`src/rtl/fetch_mem_arbiter.sv`:
```
// -----------------------------------------------------------------------------
// fetch_mem_arbiter
//
// Purpose:
//   Shares one multi-cycle, single-port memory between the instruction-fetch
//   requester (read-only) and the data-memory requester (read/write). The data
//   side wins arbitration, except when it has already taken MAX_D_STREAK grants
//   in a row while fetch was waiting. Generates per-requester done/stall so the
//   PC and the pipeline freeze while their access is outstanding.
//
// Ports:
//   clk, rst            clock (rising edge) / asynchronous active-low reset
//   i_req/i_addr        fetch request and PC; request held until i_done/i_flush
//   i_flush             abandon the outstanding fetch (branch taken)
//   i_rdata/i_done      fetched instruction, valid with the 1-cycle i_done
//   i_stall             fetch pending: freeze the PC
//   d_req/d_wr          data request and direction (1 = write)
//   d_addr/d_wdata      data address / store data
//   d_rdata/d_done      load data (0 for writes), valid with 1-cycle d_done
//   d_stall             data access pending: freeze the pipeline
//   err                 1-cycle pulse: unaligned address rejected
//   mem_rd/mem_wr       memory strobes, held until mem_done
//   mem_addr/mem_wdata  memory command, held until mem_done
//   mem_rdata/mem_done  memory read data and completion pulse
//   o_dbg_state         current FSM state (IDLE/BUSY_I/BUSY_D)
//
// Handshake: a requester raises x_req with its command and holds both stable
// until x_done is seen high (fetch may also withdraw with i_flush). x_done is a
// single-cycle pulse and is the only acknowledgement; the memory side holds its
// strobe and command stable until mem_done, which is likewise a 1-cycle pulse.
// -----------------------------------------------------------------------------
module fetch_mem_arbiter #(
  parameter int unsigned MAX_D_STREAK = 4
) (
  input  logic        clk,
  input  logic        rst,
  input  logic        i_req,
  input  logic [15:0] i_addr,
  input  logic        i_flush,
  output logic [15:0] i_rdata,
  output logic        i_done,
  output logic        i_stall,
  input  logic        d_req,
  input  logic        d_wr,
  input  logic [15:0] d_addr,
  input  logic [15:0] d_wdata,
  output logic [15:0] d_rdata,
  output logic        d_done,
  output logic        d_stall,
  output logic        err,
  output logic        mem_rd,
  output logic        mem_wr,
  output logic [15:0] mem_addr,
  output logic [15:0] mem_wdata,
  input  logic [15:0] mem_rdata,
  input  logic        mem_done,
  output logic [1:0]  o_dbg_state
);

  typedef enum logic [1:0] {
    S_IDLE   = 2'd0,
    S_BUSY_I = 2'd1,
    S_BUSY_D = 2'd2
  } state_t;

  localparam logic [3:0] LP_MAX = 4'(MAX_D_STREAK);

  state_t      r_state;
  logic [3:0]  r_streak;
  logic        r_mem_rd;
  logic        r_mem_wr;
  logic [15:0] r_mem_addr;
  logic [15:0] r_mem_wdata;
  logic [15:0] r_i_rdata;
  logic [15:0] r_d_rdata;
  logic        r_err;
  logic        r_i_udone;
  logic        r_d_udone;
  logic        r_flush;

  logic        w_idle;
  logic        w_d_win;
  logic        w_i_win;
  logic        w_i_fin;
  logic        w_d_fin;
  logic        w_i_done;
  logic        w_d_done;
  logic [3:0]  w_streak_inc;

  // While an unaligned-reject pulse is out, the rejected requester still holds
  // its request for that one cycle, so no grant is made then.
  assign w_idle  = (r_state == S_IDLE) && !r_err;
  assign w_d_win = w_idle && d_req && (!i_req || (r_streak < LP_MAX));
  assign w_i_win = w_idle && !w_d_win && i_req && !i_flush;

  // A flush seen during the access, or in its completion cycle, swallows done.
  assign w_i_fin = (r_state == S_BUSY_I) && mem_done && !r_flush && !i_flush;
  assign w_d_fin = (r_state == S_BUSY_D) && mem_done;

  assign w_streak_inc = (r_streak < LP_MAX) ? (r_streak + 4'd1) : r_streak;

  assign w_i_done = w_i_fin || r_i_udone;
  assign w_d_done = w_d_fin || r_d_udone;

  assign i_done      = w_i_done;
  assign d_done      = w_d_done;
  assign i_stall     = i_req && !w_i_done;
  assign d_stall     = d_req && !w_d_done;
  assign err         = r_err;
  assign i_rdata     = w_i_fin ? mem_rdata : r_i_rdata;
  assign d_rdata     = w_d_fin ? (r_mem_wr ? 16'h0 : mem_rdata) : r_d_rdata;
  assign mem_rd      = r_mem_rd;
  assign mem_wr      = r_mem_wr;
  assign mem_addr    = r_mem_addr;
  assign mem_wdata   = r_mem_wdata;
  assign o_dbg_state = r_state;

  always_ff @(posedge clk or negedge rst) begin
    if (!rst) begin
      r_state     <= S_IDLE;
      r_streak    <= 4'd0;
      r_mem_rd    <= 1'b0;
      r_mem_wr    <= 1'b0;
      r_mem_addr  <= 16'h0;
      r_mem_wdata <= 16'h0;
      r_i_rdata   <= 16'h0;
      r_d_rdata   <= 16'h0;
      r_err       <= 1'b0;
      r_i_udone   <= 1'b0;
      r_d_udone   <= 1'b0;
      r_flush     <= 1'b0;
    end else begin
      r_err     <= 1'b0;
      r_i_udone <= 1'b0;
      r_d_udone <= 1'b0;
      case (r_state)
        S_IDLE: begin
          if (w_d_win) begin
            // Streak only counts grants taken while fetch is actually waiting.
            r_streak <= i_req ? w_streak_inc : 4'd0;
            if (d_addr[0]) begin
              r_err     <= 1'b1;
              r_d_udone <= 1'b1;
              r_d_rdata <= 16'h0;
            end else begin
              r_state     <= S_BUSY_D;
              r_mem_addr  <= d_addr;
              r_mem_wdata <= d_wdata;
              r_mem_rd    <= !d_wr;
              r_mem_wr    <= d_wr;
            end
          end else if (w_i_win) begin
            r_streak <= 4'd0;
            if (i_addr[0]) begin
              r_err     <= 1'b1;
              r_i_udone <= 1'b1;
              r_i_rdata <= 16'h0;
            end else begin
              r_state    <= S_BUSY_I;
              r_mem_addr <= i_addr;
              r_mem_rd   <= 1'b1;
              r_mem_wr   <= 1'b0;
            end
          end
        end
        S_BUSY_I: begin
          // The memory cannot abort, so a flush only marks the result as dead.
          if (i_flush) begin
            r_flush <= 1'b1;
          end
          if (mem_done) begin
            r_state  <= S_IDLE;
            r_mem_rd <= 1'b0;
            r_mem_wr <= 1'b0;
            r_flush  <= 1'b0;
            if (w_i_fin) begin
              r_i_rdata <= mem_rdata;
            end
          end
        end
        S_BUSY_D: begin
          if (mem_done) begin
            r_state   <= S_IDLE;
            r_mem_rd  <= 1'b0;
            r_mem_wr  <= 1'b0;
            r_d_rdata <= r_mem_wr ? 16'h0 : mem_rdata;
          end
        end
        default: begin
          r_state  <= S_IDLE;
          r_mem_rd <= 1'b0;
          r_mem_wr <= 1'b0;
        end
      endcase
    end
  end

endmodule
```
`config.mk`:
```
export PLATFORM = sky130hd
export DESIGN_NAME = fetch_mem_arbiter
export DESIGN_NICKNAME = d
export VERILOG_FILES = /design/src/rtl/fetch_mem_arbiter.sv
export SDC_FILE = /design/constraint.sdc
export NUM_CORES = 1
export LEC_CHECK = 0
export CORE_UTILIZATION = 40
export DETAILED_ROUTE_END_ITERATION = 12
export PLACE_DENSITY = 0.84
export SLEW_MARGIN = 20
export SYNTH_ARGS = -nofsm -noshare
export SYNTH_HDL_FRONTEND = slang
export SYNTH_SLANG_ARGS = --single-unit
```
`constraint.sdc`:
```
create_clock -name clk -period 2.56 [get_ports clk]
set_input_delay 0.512 -clock clk [delete_from_list [all_inputs] [get_ports clk]]
set_output_delay 0.512 -clock clk [all_outputs]
set_load 0.01 [all_outputs]
```
==> results.toml <==
[run_status]
status = "finished with violations"
violations = "setup timing"

[floorplanning]
core.rowCount = 35
initial_core_util_pct = 41.1
dieArea_mm2 = 0.00979
die_w_um = 98.9
ios = 144
fp.coreArea_mm2 = 0.00915
die_h_um = 98.9

[timing]
slew_headroom_pct = 35.9
finalCritPeriodShare_pct = 102
maxSlewViolCount = 0
finalCriticalPeriod_ns = 2.62
tightest_slew_ns = 0.961
fin_skew_ns = 0.0111
rsz0062_at_grt = "true"
setup_viol_count_final = 11
setup_ws_ns = -0.0575
hold_slack_ns = 0.306
finalHoldViolCount = 0
max_freq_ghz = 0.382

[synthesis]
synthSimpleGateAreaFrac_pct = 10.1
synth_cell_types = 41
synth-edff-count = 0
syn_nets = 405
synth.area.mux_share_pct = 23.7
ys_seq_area_share_pct = 50.0
synth_compound_area_share_pct = 9.32
postSynthRegisterBits = 75
synth.largest_area_cell = "dfrtp_1"
syn_area_mm2 = 0.00376
yosysWarnings = 0
synth.avg_cell_area_um2 = 11.4
post-synth-top-count-cell = "dfrtp_1"
synthAdderAreaFrac_pct = 1.33
synth_area_leaders = "dfrtp_1 50%, mux2_2 19%, nand2_1 5.3%, mux2i_1 4.8%, a22o_1 4.0%"
synthXorXnorAreaFrac_pct = 0
synth_top_area_share_pct = 50.0
synthTopCellsByCount = "75 x dfrtp_1, 63 x mux2_2, 53 x nand2_1, 22 x inv_1, 19 x o21ai_0"
async_flop_share_pct = 100
synth_top_family_by_area = "multiplexers"
synth_flop_cell = "dfrtp_1"
postSynthCellCount = 330

[layout]
syn2layout_area_growth_pct = 55.3
fin_util_pct = 63.7
finalNonFillerCells = 612
nets = 570
final_area_mm2 = 0.00583
drive_above_1_share_pct = 30.6

[setup_path]
cp.arrival_ns = 2.11
critPathMaxFanout = 4
crit_type = "flip-flop to primary output"
crit_slowest_cell = "dfrtp_1"
crit_path_end_kind = "primary output"
required_ns = 2.05
worst_setup_path_start_kind = "flip-flop"
slowest_delay_ns = 0.40
crit_path_cell_trace = "inv_2 -> ha_4 -> nor4bb_4 -> buf_4 -> buf_12 -> buf_16 -> buf_8 -> mux2_4 -> buf_6"

[placed_design]
gp_congestion = 0.767
placed_cell_area_mm2 = 0.00536
io_buffers = 142
pre_cts_slack_ns = -0.405
place_hpwl_um = 6630
placed_cells = 577

[route]
wl_per_cell_um = 16.4
dr.pass1.iters = 4
wl_um = 10000
route.antenna.remaining_nets = 0
viasPerCell = 5.00
drc = 0
drt_iter0_drc = 122
vias = 3062

[cts]
clock_latency_ns = 0.35
numCtsBuffers = 9
postCtsHoldBufs = 0
clk_path_buf_depth = 2
clk_pin_slew_worst_paths_ns = 0.08
cts_tree = "done"
clockRootBuffer = "clkbuf_8"
cts_max_level = 3
cts_sinks = 75

[grt]
grt-ovfl-total = 0
grt_usage_pct = 21.6
grt_util_met3_pct = 6.74
grt_antenna_before_repair = 1
grt_busiest_layer = "met2"
grt_pass1_wl_um = 16200
use_met1_pct = 24.3
grt_max_degree = 76
grt_use_met2_pct = 39.4
grt_pass1_vias = 3217

[pwr]
power_density_mw_per_mm2 = 928
ir_drop_v = 0.000565
leakagePower_nw = 2.70

[min_path]
hold_class = "primary input to asynchronous set/reset pin"

[flow_run]
cap_violations = 0
critical path, delay by kind of cell (launching register included):
family                     cells  cell delay (ns)
muxes                          1             0.31
adders and majority gates      1             0.13
DFF                            1             0.40
buffers and inverters          6             0.71
and+or+nand+nor                1             0.21
worst paths after layout:
kind                                     start           end  slack (ns)  cells after the start
worst min register to register    r_d_rdata[2]  r_d_rdata[2]        0.51                      1
max in group asynchronous                  rst  mem_addr[10]        1.63                      1
worst max register to register  o_dbg_state[0]        mem_rd        0.24                      7
worst min-delay path                       rst  r_i_rdata[2]        0.31                      1
min in group clk                  r_d_rdata[2]  r_d_rdata[2]        0.51                      1
worst max-delay path            o_dbg_state[1]   i_rdata[13]       -0.06                      9
cell families (layout without fill, tap and decap cells):
logic type,after synthesis,after routing
fa+ha+maj,4,4
simple gates,76,76
mux,81,81
compound gates,50,50
flops,75,75
buf+inv,43,213
other cells,1,2
where the power goes:
group | switching, mW | leakage, nW | internal [mW]
sequential | 0.221 | 0.959 | 1.58
combinational | 1.15 | 1.63 | 1.45
clock | 0.439 | 0.111 | 0.577
layer usage:
metal	vias up	wire, um
li1	1465	-
met1	1504	4060
met2	85	5300
met3	8	585
met4	0	102
met5	-	0
area by class of cell:
cell class,instances,area [um^2]
Inverter,23,86.3
Tap cell,111,139
Multi-Input combinational cell,212,1770
Timing Repair Buffer,174,1740
Antenna cell,1,2.50
Clock buffer,12,145
Clock inverter,4,73.8
Sequential cell,75,1880
Fill cell,715,3320
state kept, by name, summed over array words and instances (netlist names), 2 cells and up:
name	count
r_d_rdata	16
mem_wdata	16
r_i_rdata	16
mem_addr	15
o_dbg_state	2
r_streak	4
through the flow:
stage | setup TNS (ns) | power (mW)
final | -0.494 | 5.41
after global routing | -1.45 | 5.75
after global placement | -9.98 | 4.37
after detailed placement | -10.18 | 4.46
after CTS | -2.46 | 5.47
after floorplan | 0 | 3.16
layout by cell type, fill, tap and decap left out, types with 2 or more instances in the layout:
master and n:
mux2_4 16, buf_6 21, clkdlybuf4s15_1 3, ha_1 3
clkdlybuf4s50_1 103, clkbuf_8 10, buf_8 2, buf_4 20
nand3_1 3, dfrtp_1 75, bufinv_16 2, clkbuf_2 12
buf_12 6, mux2_2 47, nand2_1 52, nor2_1 3
a22o_1 17, or2_2 2, o21ai_1 2, dlygate4sd2_1 4
mux2i_1 18, inv_1 21, o21ai_0 17, clkbuf_1 2
a21oi_1 5
timing repair:
action | in CTS | in global routing
setup endpoints to repair | 36 | 48
buffers inserted | 14 | 4
resized for setup | 137 | 38
pin swaps | 3 | 3
gates cloned | 2 | 0
(Power assumes the default switching activity.)
